--- src/rtl/ars_pkg.sv ---
// Shared types and helpers for the GF(2^m) operand select/swap stage.
// Holds the field width, a clog2 helper and the occupancy state encoding.
package ars_pkg;

    localparam int FIELD_W = 233;

    function automatic int clog2(input int n);
        int r;
        r = 0;
        for (int v = n - 1; v > 0; v = v >> 1) begin
            r++;
        end
        return (r < 1) ? 1 : r;
    endfunction

    typedef enum logic [1:0] {
        EMPTY = 2'd0,
        ONE   = 2'd1,
        TWO   = 2'd2
    } occ_t;

endpackage

--- src/rtl/ars_sel_swap_if.sv ---
// Valid/ready bundle between the register file side and the select/swap stage.
// The master drives requests and OUT_READY; the slave is the stage itself.
interface ars_sel_swap_if
    import ars_pkg::*;
#(
    parameter int WIDTH  = FIELD_W,
    parameter int NUM_IN = 4
);

    localparam int IDX_W = clog2(NUM_IN);

    logic [NUM_IN*WIDTH-1:0] IN_DATA;
    logic [IDX_W-1:0]        IN_SEL_X;
    logic [IDX_W-1:0]        IN_SEL_Y;
    logic                    IN_SWAP;
    logic                    IN_VALID;
    logic                    IN_READY;
    logic [WIDTH-1:0]        OUT_X;
    logic [WIDTH-1:0]        OUT_Y;
    logic                    OUT_ERR;
    logic                    OUT_VALID;
    logic                    OUT_READY;

    modport master (
        output IN_DATA, IN_SEL_X, IN_SEL_Y, IN_SWAP, IN_VALID, OUT_READY,
        input  IN_READY, OUT_X, OUT_Y, OUT_ERR, OUT_VALID
    );

    modport slave (
        input  IN_DATA, IN_SEL_X, IN_SEL_Y, IN_SWAP, IN_VALID, OUT_READY,
        output IN_READY, OUT_X, OUT_Y, OUT_ERR, OUT_VALID
    );

endinterface

--- src/rtl/ars_sel_mux.sv ---
// NUM_IN:1 field-element mux; an index with no matching operand yields
// all-zero data and raises err instead of reading past the packed input.
module ars_sel_mux
    import ars_pkg::*;
#(
    parameter int WIDTH  = FIELD_W,
    parameter int NUM_IN = 4,
    parameter int IDX_W  = clog2(NUM_IN)
) (
    input  logic [NUM_IN*WIDTH-1:0] data,
    input  logic [IDX_W-1:0]        sel,
    output logic [WIDTH-1:0]        q,
    output logic                    err
);

    // Compare against every legal index so out-of-range falls through to zero.
    always_comb begin
        q   = '0;
        err = 1'b1;
        for (int k = 0; k < NUM_IN; k++) begin
            if (sel == IDX_W'(k)) begin
                q   = data[k*WIDTH +: WIDTH];
                err = 1'b0;
            end
        end
    end

endmodule

--- src/rtl/ars_sel_swap.sv ---
// Registered operand select with constant-time conditional swap, feeding the
// field multiplier/adder through a two-entry (main + skid) valid/ready stage.
module ars_sel_swap
    import ars_pkg::*;
#(
    parameter int WIDTH  = FIELD_W,
    parameter int NUM_IN = 4
) (
    input  logic           CLK,
    input  logic           RST,
    ars_sel_swap_if.slave  bus
);

    localparam int IDX_W = clog2(NUM_IN);

    logic [WIDTH-1:0] sel_x;
    logic [WIDTH-1:0] sel_y;
    logic             err_x;
    logic             err_y;
    logic [WIDTH-1:0] mask;
    logic [WIDTH-1:0] new_x;
    logic [WIDTH-1:0] new_y;
    logic             new_err;

    occ_t             state;
    occ_t             state_n;
    logic             in_ready;
    logic             accept;
    logic             xfer;
    logic             load_in;
    logic             load_skid;
    logic             load_pop;

    logic [WIDTH-1:0] main_x;
    logic [WIDTH-1:0] main_y;
    logic             main_err;
    logic [WIDTH-1:0] skid_x;
    logic [WIDTH-1:0] skid_y;
    logic             skid_err;

    ars_sel_mux #(
        .WIDTH (WIDTH),
        .NUM_IN(NUM_IN),
        .IDX_W (IDX_W)
    ) u_mux_x (
        .data(bus.IN_DATA),
        .sel (bus.IN_SEL_X),
        .q   (sel_x),
        .err (err_x)
    );

    ars_sel_mux #(
        .WIDTH (WIDTH),
        .NUM_IN(NUM_IN),
        .IDX_W (IDX_W)
    ) u_mux_y (
        .data(bus.IN_DATA),
        .sel (bus.IN_SEL_Y),
        .q   (sel_y),
        .err (err_y)
    );

    // Mask-XOR exchange keeps the ladder swap free of data-dependent control.
    assign mask    = (sel_x ^ sel_y) & {WIDTH{bus.IN_SWAP}};
    assign new_x   = sel_x ^ mask;
    assign new_y   = sel_y ^ mask;
    assign new_err = err_x | err_y;

    assign accept = bus.IN_VALID & in_ready;
    assign xfer   = (state != EMPTY) & bus.OUT_READY;

    // Occupancy next-state and the register load strobes it implies.
    always_comb begin
        state_n   = state;
        load_in   = 1'b0;
        load_skid = 1'b0;
        load_pop  = 1'b0;
        unique case (state)
            EMPTY: begin
                if (accept) begin
                    state_n = ONE;
                    load_in = 1'b1;
                end
            end
            ONE: begin
                if (accept && !xfer) begin
                    state_n   = TWO;
                    load_skid = 1'b1;
                end else if (!accept && xfer) begin
                    state_n = EMPTY;
                end else if (accept && xfer) begin
                    load_in = 1'b1;
                end
            end
            TWO: begin
                if (xfer) begin
                    state_n  = ONE;
                    load_pop = 1'b1;
                end
            end
            default: begin
                state_n = EMPTY;
            end
        endcase
    end

    // State and a registered ready so OUT_READY never reaches IN_READY combinationally.
    always_ff @(posedge CLK or posedge RST) begin
        if (RST) begin
            state    <= EMPTY;
            in_ready <= 1'b1;
        end else begin
            state    <= state_n;
            in_ready <= (state_n != TWO);
        end
    end

    // Main entry drives the outputs; skid catches the one beat taken while stalled.
    always_ff @(posedge CLK or posedge RST) begin
        if (RST) begin
            main_x   <= '0;
            main_y   <= '0;
            main_err <= 1'b0;
            skid_x   <= '0;
            skid_y   <= '0;
            skid_err <= 1'b0;
        end else begin
            if (load_in) begin
                main_x   <= new_x;
                main_y   <= new_y;
                main_err <= new_err;
            end else if (load_pop) begin
                main_x   <= skid_x;
                main_y   <= skid_y;
                main_err <= skid_err;
            end
            if (load_skid) begin
                skid_x   <= new_x;
                skid_y   <= new_y;
                skid_err <= new_err;
            end
        end
    end

    assign bus.IN_READY  = in_ready;
    assign bus.OUT_VALID = (state != EMPTY);
    assign bus.OUT_X     = main_x;
    assign bus.OUT_Y     = main_y;
    assign bus.OUT_ERR   = main_err;

endmodule
--- src/flat_wrapper.sv ---
// flat-port wrapper written by rule: the top's interface ports become plain ports
module ars_sel_swap_flat import ars_pkg::*;
#(
    parameter int WIDTH  = FIELD_W,
    parameter int NUM_IN = 4
)
  (CLK, RST, bus_IN_DATA, bus_IN_SEL_X, bus_IN_SEL_Y, bus_IN_SWAP, bus_IN_VALID, bus_OUT_READY, bus_IN_READY, bus_OUT_X, bus_OUT_Y, bus_OUT_ERR, bus_OUT_VALID);
  ars_sel_swap_if #(.WIDTH(WIDTH), .NUM_IN(NUM_IN)) bus_i ();
  input  logic CLK;
  input  logic RST;
  input wire logic [$bits(bus_i.IN_DATA)-1:0] bus_IN_DATA;
  input wire logic [$bits(bus_i.IN_SEL_X)-1:0] bus_IN_SEL_X;
  input wire logic [$bits(bus_i.IN_SEL_Y)-1:0] bus_IN_SEL_Y;
  input wire logic [$bits(bus_i.IN_SWAP)-1:0] bus_IN_SWAP;
  input wire logic [$bits(bus_i.IN_VALID)-1:0] bus_IN_VALID;
  input wire logic [$bits(bus_i.OUT_READY)-1:0] bus_OUT_READY;
  output wire logic [$bits(bus_i.IN_READY)-1:0] bus_IN_READY;
  output wire logic [$bits(bus_i.OUT_X)-1:0] bus_OUT_X;
  output wire logic [$bits(bus_i.OUT_Y)-1:0] bus_OUT_Y;
  output wire logic [$bits(bus_i.OUT_ERR)-1:0] bus_OUT_ERR;
  output wire logic [$bits(bus_i.OUT_VALID)-1:0] bus_OUT_VALID;
  assign bus_i.IN_DATA = bus_IN_DATA;
  assign bus_i.IN_SEL_X = bus_IN_SEL_X;
  assign bus_i.IN_SEL_Y = bus_IN_SEL_Y;
  assign bus_i.IN_SWAP = bus_IN_SWAP;
  assign bus_i.IN_VALID = bus_IN_VALID;
  assign bus_i.OUT_READY = bus_OUT_READY;
  assign bus_IN_READY = bus_i.IN_READY;
  assign bus_OUT_X = bus_i.OUT_X;
  assign bus_OUT_Y = bus_i.OUT_Y;
  assign bus_OUT_ERR = bus_i.OUT_ERR;
  assign bus_OUT_VALID = bus_i.OUT_VALID;
  ars_sel_swap #(.WIDTH(WIDTH), .NUM_IN(NUM_IN)) u_core (.CLK(CLK), .RST(RST), .bus(bus_i));
endmodule
--- config.mk ---
export PLATFORM = sky130hd
export DESIGN_NAME = ars_sel_swap_flat
export DESIGN_NICKNAME = d
export VERILOG_FILES = /design/src/rtl/ars_pkg.sv /design/src/rtl/ars_sel_swap_if.sv /design/src/rtl/ars_sel_mux.sv /design/src/rtl/ars_sel_swap.sv /design/src/flat_wrapper.sv
export SDC_FILE = /design/constraint.sdc
export NUM_CORES = 2
export LEC_CHECK = 0
export CORE_AREA = 4 4 546 548
export DETAILED_ROUTE_END_ITERATION = 8
export DIE_AREA = 0 0 550 552
export SYNTH_ARGS = -nofsm -noshare
export SYNTH_HDL_FRONTEND = slang
export SYNTH_SLANG_ARGS = --single-unit
--- constraint.sdc ---
create_clock -name CLK -period 80.6 [get_ports CLK]
set_clock_uncertainty 0.15 [all_clocks]
set_input_delay 16.12 -clock CLK [delete_from_list [all_inputs] [get_ports CLK]]
set_output_delay 16.12 -clock CLK [all_outputs]
set_load 0.1 [all_outputs]
======== After elaboration in Yosys (flattened, before gate mapping) ========
Index checks and enable logic that the tools add are counted.
Widths: inputs -> output; s select.
storage, ports and cells
  register bits ........................... 937
  word-level logic and storage cells ...... 70
operators by class
  eq/ne operators ......................... 9
  muxes and demuxes ....................... 36
  bitwise operators ....................... 7
  reductions and logical operators ........ 10
operators with widths
  kind                number
  $mux 233            12
  $xor 233x233->233   3
  $and 233x233->233   1
  $mux 1              18
  $eq 2x2->1 const B  5
  $mux 2              4
  $eq 2x1->1 const B  3
  $logic_not 2->1     3
  $pmux 2 s3          1
  $reduce_bool 2->1   2
  $logic_and 1x1->1   3
  $and 1x1->1         2
  $logic_not 1->1     2
  $ne 2x2->1 const B  1
  $pmux 1 s2          1
  $or 1x1->1          1

======== Longest topological paths before layout ========
  word-level depth ........................ 9
  depth in mapped cells ................... 8
  mapped depth without buffers ............ 3

======== Cells and area by module ========
A second synthesis with hierarchy kept.
second synthesis, totals
  cells, all modules ...................... 4,081
  area total of the unflattened synthesis .. 56,769.4 µm²
by module, submodules not included
  module        instances  cells an instance  area each (µm²)  seq. area each (µm²)
  ars_sel_swap  1          3,507              45,498.6         23,448.7
  ars_sel_mux   2          287                5,635.4          0.0

======== Worst setup path before layout ========
No wires, ideal clock.
  kind .................................... in2reg
  start point ............................. input bus_IN_SEL_Y[1]
  end point ............................... register u_core.main_x[71] (netlist: u_core.bus.OUT_X[71])
  library setup time ...................... 146 ps
  data arrival time ....................... 17,714 ps
  required time ........................... 80,304 ps
  setup slack ............................. 62,590 ps
  stages on the path ...................... 6
  buffers on the path ..................... 3
  cell sequence ........................... clkbuf_1 > buf_2 > clkbuf_1 > mux4_2 > a222oi_1 > o221ai_1
on the way
  word-level cells in the longest chain between the ends .. 9
RTL lines
  what                   line                 text
  from (decl)            flat_wrapper.sv:13   input wire logic [$bits(bus_i.IN_SEL_Y)-1:0] bus_IN_SEL_Y;
  $logic_not 2->1        ars_sel_mux.sv:21    if (sel == IDX_W'(k)) begin
  $mux 233 (3 in a row)  ars_sel_mux.sv:21
  $mux 233 (*)           ars_sel_mux.sv:21
  $xor 233x233->233 (*)  ars_sel_swap.sv:64   assign mask = (sel_x ^ sel_y) & {WIDTH{bus.IN_SWAP}};
  $and 233x233->233 (*)  ars_sel_swap.sv:64
  $xor 233x233->233 (*)  ars_sel_swap.sv:65   assign new_x = sel_x ^ mask;
  $mux 233 (*)           ars_sel_swap.sv:128  if (load_in) begin
  to (signal assigned)   ars_sel_swap.sv:129  main_x <= new_x;
  to (signal assigned)   ars_sel_swap.sv:133  main_x <= skid_x;
  to (decl)              ars_sel_swap.sv:34   logic [WIDTH-1:0] main_x;
Mark *: on every way between the ends. The rest lies on a longest branch, timed or not.
A chain may end at the register's enable or synchronous reset.

==> impl_metrics.ini <==
[status]
outcome = complete, but fails checks
violations = design-rule violations

[routing]
wl_um = 321000
antenna_left = 0
first_pass_iters = 9
wl_met2_um = 144000
dr_wl_met3_um = 43000
drc_errors = 24
top_layer = met5
wl_met1_um = 116000
post_drt_wl_per_cell_um = 32.4
dr.first_iter.drc_count = 7239
vias = 51600
post_drt_via_cell_ratio = 5.21

[synthesis]
synth_warnings = 0
ys_seq_elements = 937
ys_seq_area_share_pct = 43.1
yosysMostFrequentCell = dfrtp_1
synth.top_cells.by_area = dfrtp_1, mux2_2, mux4_2
syn-num-nets = 5692
synth_area_um2 = 54400
synth_top_area_cell = dfrtp_1
ys_types = 29
synthFlopType = dfrtp_1
synth_cells = 4751
ys_top_cells_by_count = dfrtp_1, o21ai_0, mux2i_1
avgSynthCellArea_um2 = 11.4
synth_edf_count = 0
netlist.area_leader.share_pct = 43.1
synthArstFlopShare_pct = 100

[layout]
fill_cells = 30800
nets = 6758
drive_gt1_share_pct = 20.1
finalNonFillerCells = 9900
syn2layout_area_growth_pct = 38.4

[timing]
maxSlewHeadroom_pct = 16.2
fmax_ghz = 0.0481
layout_min_cycle_time_ns = 20.80
finalHoldViolations = 0
drv_slew = 0
finalCritPeriodShare_pct = 25.8
rsz0062_at_grt = no
setup_slack_ns = 59.80
tightest_slew_ns = 1.25
fin_setup_tns_ns = 0
setup_viol = 0

[min_path]
min_path_type = flip-flop to flip-flop

[worst_setup_path]
critPathKind = input port to asynchronous set/reset pin
cp_max_fo = 135
critPathLaunchType = input port
crit_path_end_kind = asynchronous set/reset pin
worstPathArrival_ns = 21.29
cp.required_ns = 81.09

[global_route]
grt_pass1_wl_um = 434000
overflow = 0
grt_max_degree = 160
grt_pass1_vias = 50900
grtUsageTotal_pct = 20.0
grt_antenna_before_repair = 118

[die]
rows = 199
dieHeight_um = 552
start_util_pct = 18.6
io_pins = 1410
fp.dieW_um = 550
core_area_um2 = 293000
dieArea_um2 = 304000

[cts]
clock_latency_ns = 0.73
clock_path_buffers = 3
holdBufCountCts = 0
clkTransAtPathRegs_ns = 0.07
cts_sinks = 937
cts_resized = 0
cts_buffers = 105
htree_levels = 3
root_buffer = clkbuf_16
post-cts-setup-buffers = 0
cts_tree = yes

[placed_design]
dp_hpwl_um = 246000
place_inst = 9629
gp_congestion = 0.930
io_buffers = 1409
post-place-ws_ns = 58.91

[power_and_ir_drop]
irDropWorstVdd_mv = 0.0365
p_leak_nw = 30.6
powerDensity_nw_per_um2 = 41.7

[flow_run]
max-cap-violations = 0
-- power by group --
| group | internal (mW) | switching, mW |
|---|---|---|
| combinational | 0.407 | 1.37 |
| sequential | 0.695 | 0.153 |
| clock | 0.296 | 0.219 |
| total | 1.40 | 1.74 |
-- layer usage --
metal  global-route usage, %  up-vias
li1                        -    21100
met1                    22.8    26700
met2                    31.0     3111
met3                    9.70      597
met4                    10.1       82
met5                       0        -
-- stage by stage --
stage,util (%),cell area [um^2],hold WS [ns],power (mW)
2_1_floorplan,-,54400,0.299,2.00
3_3_place_gp,24.4,71400,0.305,2.61
3_5_place_dp,24.4,71400,0.311,2.64
4_1_cts,25.6,75100,0.266,3.16
5_1_grt,25.7,75200,0.305,3.26
6_report,25.7,75300,0.279,3.14
-- kinds of logic after synthesis --
family / count (synthesis) / share of synthesized area (%)
multiplexers: 1206 / 28.6
AO/OA/AOI/OAI: 1616 / 20.6
AND/OR/NAND/NOR: 235 / 1.71
buffers and inverters: 757 / 5.89
flip-flops: 937 / 43.1
-- area by class of cell --
type	count	area [um^2]	area share, %
Multi-Input combinational cell	3057	27800	37.0
Sequential cell	937	23400	31.2
Timing Repair Buffer	1500	14400	19.1
Tap cell	3919	4900	6.52
Clock buffer	142	3010	4.00
Inverter	216	826	1.10
Clock inverter	52	686	0.911
Antenna cell	77	193	0.256
-- sequential cells by signal, indices dropped and copies added (netlist names) --
register,cells
u_core.bus.IN_READY,1
u_core.bus.OUT_ERR,1
u_core.bus.OUT_X,233
u_core.bus.OUT_Y,233
u_core.skid_err,1
u_core.skid_x,233
u_core.skid_y,233
u_core.state,2
-- critical path, stage by stage --
cell and delay (ns):
clkdlybuf4s50_1 0.51, inv_8 0.45, buf_4 0.66, buf_4 0.70, buf_4 0.86, buf_12 0.57, buf_4 0.99
-- cells in the final DEF (no fill, tap or decap), types with 2 or more instances in the layout --
cell | synthesis | layout
clkdlybuf4s50_1 | 0 | 1213
bufinv_16 | 0 | 10
mux4_2 | 233 | 233
mux2_2 | 466 | 466
inv_8 | 0 | 2
nand2_1 | 216 | 216
clkinv_16 | 0 | 4
clkbuf_16 | 0 | 105
clkbuf_2 | 0 | 2
inv_1 | 215 | 214
buf_2 | 93 | 12
o21ai_1 | 5 | 4
nor2b_4 | 0 | 4
a21boi_0 | 2 | 2
o21ai_0 | 928 | 928
nor2_4 | 0 | 2
diode_2 | 0 | 77
buf_4 | 0 | 262
mux2i_1 | 507 | 507
inv_16 | 0 | 2
buf_12 | 11 | 7
clkinvlp_4 | 0 | 9
clkinv_2 | 0 | 21
o221ai_1 | 213 | 213
inv_6 | 0 | 3
clkbuf_1 | 380 | 13
clkbuf_8 | 0 | 24
clkinv_4 | 0 | 3
nand3b_1 | 2 | 2
buf_8 | 0 | 4
a222oi_1 | 466 | 466
dfrtp_1 | 936 | 936
or3_4 | 0 | 2
-- final timing paths --
check / start / endpoint / slack, ns / cells past startpoint
setup / recovery: RST / u_core.skid_y[35]$_DFFE_PP0P_ / 59.80 / 7
hold reg to reg: u_core.skid_y[192]$_DFFE_PP0P_ / u_core.bus.OUT_Y[192]$_DFFE_PP0P_ / 0.28 / 2
max in group CLK: bus_OUT_READY / u_core.bus.OUT_Y[44]$_DFFE_PP0P_ / 59.80 / 8
hold / removal: u_core.skid_y[192]$_DFFE_PP0P_ / u_core.bus.OUT_Y[192]$_DFFE_PP0P_ / 0.28 / 2
setup reg to reg: u_core.state[0]$_DFF_PP0_ / u_core.bus.OUT_Y[44]$_DFFE_PP0P_ / 75.22 / 7
min in group asynchronous: RST / u_core.skid_y[136]$_DFFE_PP0P_ / 15.73 / 2
No activity file was read; power rests on OpenSTA's default activity.
